File: config.mk
export PLATFORM = sky130hd
export DESIGN_NAME = ms_register_file
export DESIGN_NICKNAME = d
export VERILOG_FILES = /design/src/rtl/ms_register_file_pkg.sv /design/src/rtl/ms_register_cell.sv /design/src/rtl/ms_register_file.sv
export SDC_FILE = /design/constraint.sdc
export NUM_CORES = 1
export LEC_CHECK = 0
export BUFFER_PORTS_ARGS = -buffer_cell sky130_fd_sc_hd__buf_2
export CORE_MARGIN = 1.5
export CORE_UTILIZATION = 55
export CTS_CLUSTER_SIZE = 14
export DETAILED_ROUTE_END_ITERATION = 8
export GPL_TIMING_DRIVEN = 0
export PLACE_DENSITY = 0.81
export SLEW_MARGIN = 5
export SYNTH_ARGS = -nofsm -noshare
export SYNTH_HDL_FRONTEND = slang
export SYNTH_HIERARCHICAL = 1
export SYNTH_SLANG_ARGS = --single-unit
File: constraint.sdc
create_clock -name cl -period 3.1 [get_ports cl]
set_input_delay 0.62 -clock cl [delete_from_list [all_inputs] [get_ports cl]]
set_output_delay 0.62 -clock cl [all_outputs]
set_load 0.05 [all_outputs]
File: src/rtl/ms_register_file_pkg.sv
// Shared definitions for the master-slave register file: write operation encodings.
package ms_regfile_pkg;

   localparam logic [1:0] OP_HOLD = 2'b00;
   localparam logic [1:0] OP_LOAD = 2'b01;
   localparam logic [1:0] OP_INC  = 2'b10;
   localparam logic [1:0] OP_CLR  = 2'b11;

endpackage

File: src/rtl/ms_register_cell.sv
// One master/slave register pair: master captures on rising cl, slave publishes on falling cl.
module ms_register_cell #(
   parameter int WIDTH = 16
) (
   input  logic             cl,
   input  logic             rst_n,
   input  logic             cap,
   input  logic [WIDTH-1:0] nxt,
   input  logic             pub,
   output logic [WIDTH-1:0] q
);

   logic [WIDTH-1:0] master_q, master_d;
   logic [WIDTH-1:0] slave_q, slave_d;

   // master next value
   always_comb begin
      master_d = master_q;
      if (cap) begin
         master_d = nxt;
      end else begin
         master_d = master_q;
      end
   end

   // slave next value
   always_comb begin
      slave_d = slave_q;
      if (pub) begin
         slave_d = master_q;
      end else begin
         slave_d = slave_q;
      end
   end

   // master capture on rising edge
   always_ff @(posedge cl or negedge rst_n) begin
      if (!rst_n) begin
         master_q <= '0;
      end else begin
         master_q <= master_d;
      end
   end

   // slave publish on falling edge
   always_ff @(negedge cl or negedge rst_n) begin
      if (!rst_n) begin
         slave_q <= '0;
      end else begin
         slave_q <= slave_d;
      end
   end

   assign q = slave_q;

endmodule

File: src/rtl/ms_register_file.sv
// Master-slave register file: addressed write with LOAD/INC/CLR, published half a cycle
// after capture, two combinational read ports and a one-cycle INC wrap flag.
module ms_register_file
   import ms_regfile_pkg::*;
#(
   parameter  int WIDTH = 16,
   parameter  int NREGS = 4,
   localparam int AW    = $clog2(NREGS)
) (
   input  logic             cl,
   input  logic             rst_n,
   input  logic             st,
   input  logic [1:0]       op,
   input  logic [AW-1:0]    wa,
   input  logic [WIDTH-1:0] d,
   input  logic [AW-1:0]    ra0,
   input  logic [AW-1:0]    ra1,
   output logic [WIDTH-1:0] q0,
   output logic [WIDTH-1:0] q1,
   output logic             pending,
   output logic             wrap
);

   logic [WIDTH-1:0] slave_s [NREGS];
   logic [NREGS-1:0] cap_s, pub_s;
   logic [WIDTH-1:0] cur_s, nxt_s;
   logic             wr_en_s, inc_wrap_s, pending_s;

   logic [AW-1:0]    wa_q, wa_d;
   logic             tog_p_q, tog_p_d;
   logic             tog_n_q, tog_n_d;
   logic             inc_wrap_q, inc_wrap_d;
   logic             wrap_q, wrap_d;

   // Pending is the mismatch between a posedge toggle and its negedge echo, so it is
   // high exactly from the capturing posedge to the following negedge.
   assign pending_s = tog_p_q ^ tog_n_q;

   // write decode, INC source (published value) and per-register capture/publish enables
   always_comb begin
      cur_s   = '0;
      wr_en_s = 1'b0;
      if (int'(wa) < NREGS) begin
         cur_s   = slave_s[wa];
         wr_en_s = st && (op != OP_HOLD);
      end else begin
         cur_s   = '0;
         wr_en_s = 1'b0;
      end
      case (op)
         OP_LOAD: nxt_s = d;
         OP_INC:  nxt_s = cur_s + {{(WIDTH-1){1'b0}}, 1'b1};
         OP_CLR:  nxt_s = '0;
         default: nxt_s = cur_s;
      endcase
      inc_wrap_s = wr_en_s && (op == OP_INC) && (&cur_s);
      for (int i = 0; i < NREGS; i++) begin
         cap_s[i] = wr_en_s && (int'(wa) == i);
         pub_s[i] = pending_s && (int'(wa_q) == i);
      end
   end

   // posedge-side control next values
   always_comb begin
      tog_p_d    = tog_p_q ^ wr_en_s;
      inc_wrap_d = inc_wrap_s;
      if (wr_en_s) begin
         wa_d = wa;
      end else begin
         wa_d = wa_q;
      end
   end

   // negedge-side control next values
   always_comb begin
      tog_n_d = tog_p_q;
      wrap_d  = pending_s && inc_wrap_q;
   end

   // capture-side control state
   always_ff @(posedge cl or negedge rst_n) begin
      if (!rst_n) begin
         tog_p_q    <= 1'b0;
         wa_q       <= '0;
         inc_wrap_q <= 1'b0;
      end else begin
         tog_p_q    <= tog_p_d;
         wa_q       <= wa_d;
         inc_wrap_q <= inc_wrap_d;
      end
   end

   // publish-side control state
   always_ff @(negedge cl or negedge rst_n) begin
      if (!rst_n) begin
         tog_n_q <= 1'b0;
         wrap_q  <= 1'b0;
      end else begin
         tog_n_q <= tog_n_d;
         wrap_q  <= wrap_d;
      end
   end

   for (genvar g = 0; g < NREGS; g++) begin : g_cell
      ms_register_cell #(.WIDTH(WIDTH)) u_cell (
         .cl    (cl),
         .rst_n (rst_n),
         .cap   (cap_s[g]),
         .nxt   (nxt_s),
         .pub   (pub_s[g]),
         .q     (slave_s[g])
      );
   end

   assign q0      = slave_s[ra0];
   assign q1      = slave_s[ra1];
   assign pending = pending_s;
   assign wrap    = wrap_q;

endmodule
Word level (Yosys, flattened, before mapping)
Cells that the tools add are included.
{ "totals": {"input_bits": 27, "word_cells": 57, "ff_bits": 134, "output_inout_bits": 34} }
{ "op_classes": {"mux": 10, "eq_ne": 9, "order_cmp": 3, "n_addsub": 1, "bitwise_logic": 5, "n_reduce_logical": 16} }
{ "op_table": {"columns": ["operator", "n"], "rows": [
  ["$bmux 16 s2", 3],
  ["$mux 16", 6],
  ["$pmux 16 s3", 1],
  ["$add 16x1->16 const B", 1],
  ["$reduce_and 16->1", 1],
  ["$eq 2x2->1 const B", 6],
  ["$logic_and 1x1->1", 12],
  ["$ge 3x3->1 const B", 3],
  ["$not 2->3", 3],
  ["$eq 2x1->1 const B", 3],
  ["$logic_not 2->1", 2],
  ["$reduce_bool 2->1", 1],
  ["$xor 1x1->1", 2]
]} }

Longest topological paths before layout
{ "depth": {"ltp_word": 6, "mapped_depth": 8, "ltp_nobuf": 7} }

Modules after synthesis
The synthesis kept the hierarchy.
{ "by_module_without_submodules": {"columns": ["module", "n_inst", "cells_each", "area_per_inst_um2", "seq_area_each_um2"], "rows": [
  ["ms_register_cell", 4, 68, 1298.7, 800.8],
  ["ms_register_file", 1, 192, 2107.0, 150.1]
]} }

==> flow_summary.toml <==
[cts]
cts_tree = "built"
clk_pin_slew_ns = 0.06
cts_buffers = 17
clk_latency_ns = 0.43
root_buffer = "clkbuf_16"
htreeDepth = 4
clockBufferDepth = 2
cts_sinks = 134

[cells_and_area]
insertedDiodeCount = 0
areaGrowthSynthToFinish_pct = 31.0
final_util_pct = 74.9
layout.nets = 621
drive_above_1_share_pct = 61.4

[synth]
synth_edf_count = 0
synth_cell_type_count = 40
yosysWarnings = 6
synth_compound_area_share_pct = 2.28
synthMuxAreaShare_pct = 41.1
ys.flop_type = "dfrtp_1"
syn-num-nets = 492
synth-simple-area-share_pct = 5.47
synth_area_um2 = 7300
syn_inst = 464
synth-seq-cells = 134
seq_area_frac_synth_pct = 45.9
synthAdderAreaFrac_pct = 0.171
synth_xor_area_share_pct = 0.240
synth_area_per_cell_um2 = 15.7
synth_top_family_by_area = "multiplexers"
ys_async_sr_fraction_pct = 100

[critical_path]
cp_max_fo = 5
cp-start-kind = "flop"
crit_required_ns = 3.41
end_kind = "flop"
worstSetupPathType = "reg2reg"
cp.arrival_ns = 4.18

[floorplanning]
die_w_um = 118
num_io_pins = 61
die_area_um2 = 14000
core_um2 = 12800
num_rows = 41
die_h_um = 118
initial_utilization_pct = 57.2

[sta]
finalSetupTns_ns = -69.69
finalHoldViolCount = 0
whs_ns = 0.158
slew_viol_final = 0
timing.final.ws_setup_ns = -0.768
finClkSkew_ns = 0.0326
slew-limit-headroom_pct = 38.5
worst_pin_slew_ns = 0.922
setup_violations = 163
grt_setup_unrepaired = "true"

[place]
io_buffers = 54
gpl.final_weighted_congestion = 0.843
dp_hpwl_um = 11800

[route]
drtIter0Drc = 438
num_vias = 4947
wl_per_cell_um = 27.1
vias_per_cell = 6.36
ant_nets = 0
drc = 0
wl_um = 21100
firstDrtPassIters = 5

[pwr]
p_leak_nw = 4.38
p_per_area_nw_per_um2 = 1030
peakVddDrop_mv = 0.849
p_total_mw = 9.89

[job]
max_cap_violations = 0

[global_route]
antenna_found_initial = 0
grt_overflow = 0
grt_max_degree = 78
grt_use_total_pct = 30.1
first_global_vias = 5316
grt_first_pass_wirelength_um = 31100

[run_status]
violations = "setup timing"
status = "complete, but fails checks"

[hold_path]
hold_path.class = "in2async"
==> path summary, 6_finish.rpt <==
path | start | endpoint | slack, ns | depth (start not counted)
worst min register to register | g_cell[3].u_cell/master_q[3] | g_cell[3].u_cell/master_q[3] | 0.51 | 1
worst max-delay path | g_cell[0].u_cell/q[0] | g_cell[2].u_cell/master_q[6] | -0.77 | 7
min in group cl | g_cell[3].u_cell/master_q[3] | g_cell[3].u_cell/master_q[3] | 0.51 | 1
worst max register to register | g_cell[0].u_cell/q[0] | g_cell[2].u_cell/master_q[6] | -0.77 | 7
max in group asynchronous | rst_n | g_cell[2].u_cell/q[2] | 0.68 | 2
worst min-delay path | rst_n | g_cell[0].u_cell/master_q[12] | 0.16 | 1
==> repair_timing <==
item / 4_1_cts / 5_1_grt
buffers inserted: 28 / 24
hold buffers: 0 / 0
pin swaps: 7 / 10
setup endpoints to repair: 157 / 163
gates resized for setup: 110 / 30
cloned: 4 / 0
==> cell type report <==
class | count | area (um2)
clock buffer | 28 | 517
tap | 172 | 215
clock inverter | 4 | 22.5
fill | 762 | 3200
sequential | 134 | 3350
inverter | 4 | 15.0
buffer | 33 | 330
timing repair buffer | 111 | 1090
multi-input combinational | 292 | 4020
==> Yosys cell counts, types with 4 or more instances <==
library cell / count / area [um2]
clkbuf_1: 12 / 45.0
mux2i_1: 17 / 170
dfrtp_1: 68 / 1700
nand2_1: 15 / 56.3
nor3b_1: 4 / 30.0
nor2_1: 19 / 71.3
o22ai_1: 8 / 50.1
buf_12: 8 / 160
inv_1: 4 / 15.0
mux2_2: 49 / 552
mux4_2: 48 / 1080
dfrtn_1: 66 / 1650
nor2b_1: 7 / 43.8
buf_6: 9 / 101
mux2_4: 80 / 1200
buf_2: 4 / 20.0
a21oi_1: 10 / 50.1
==> cells by family (layout without fill, tap and decap cells) <==
| group | count (synthesis) | after routing |
|---|---|---|
| compound gates | 28 | 28 |
| xor+xnor | 2 | 2 |
| fa+ha+maj | 1 | 1 |
| buf+inv | 38 | 180 |
| flops | 134 | 134 |
| mux | 194 | 194 |
| simple gates | 67 | 67 |
==> state kept, by name, summed over array words and instances, names as in the netlist <==
| signal | flops |
|---|---|
| g_cell.u_cell/master_q | 64 |
| g_cell.u_cell/q | 64 |
| inc_wrap_q | 1 |
| tog_n_d | 1 |
| tog_n_q | 1 |
| wa_q | 2 |
| wrap | 1 |
==> where the power goes <==
| part | switching (mW) | total (mW) | internal (mW) | leakage (nW) |
|---|---|---|---|---|
| logic | 2.21 | 4.91 | 2.69 | 2.37 |
| registers | 0.622 | 3.13 | 2.51 | 1.74 |
| clock network | 0.732 | 1.86 | 1.12 | 0.264 |
| total | 3.57 | 9.89 | 6.33 | 4.38 |
==> critical path: stages (launching register included) <==
cell     delay (ns)
dfrtn_1        0.46
mux4_2         0.34
ha_4           0.17
nand4_4        0.18
nor2b_1        0.23
mux2i_1        0.30
o22ai_1        0.20
mux2_4         0.34
==> metrics by stage <==
step / cells / setup slack [ns] / instance area [um2]
floorplan: 464 / -0.375 / 7500
global placement: 690 / -1.66 / 7980
detailed placement: 691 / -0.650 / 8020
CTS: 755 / -0.581 / 9280
global route: 778 / -0.764 / 9570
finish: 778 / -0.768 / 9570
==> per-layer routing <==
| layer | wire length (um) | up-vias | global-route usage [%] |
|---|---|---|---|
| met5 | 0 | - | 0 |
| met4 | 753 | 0 | 11.7 |
| met3 | 1410 | 71 | 7.53 |
| met2 | 10600 | 245 | 48.9 |
| met1 | 8320 | 2622 | 39.1 |
| li1 | - | 2009 | - |
==> layout by cell type (no fill, tap or decap), types with 15 or more instances in the layout <==
master	Yosys	routed
mux2i_1	17	15
mux2_4	80	124
buf_2	4	23
mux4_2	48	48
clkbuf_16	0	17
buf_6	9	48
dfrtp_1	68	67
dfrtn_1	66	66
clkbuf_1	12	18
nor2_1	19	15
buf_4	1	40
Power figures use the tool's default switching activity.
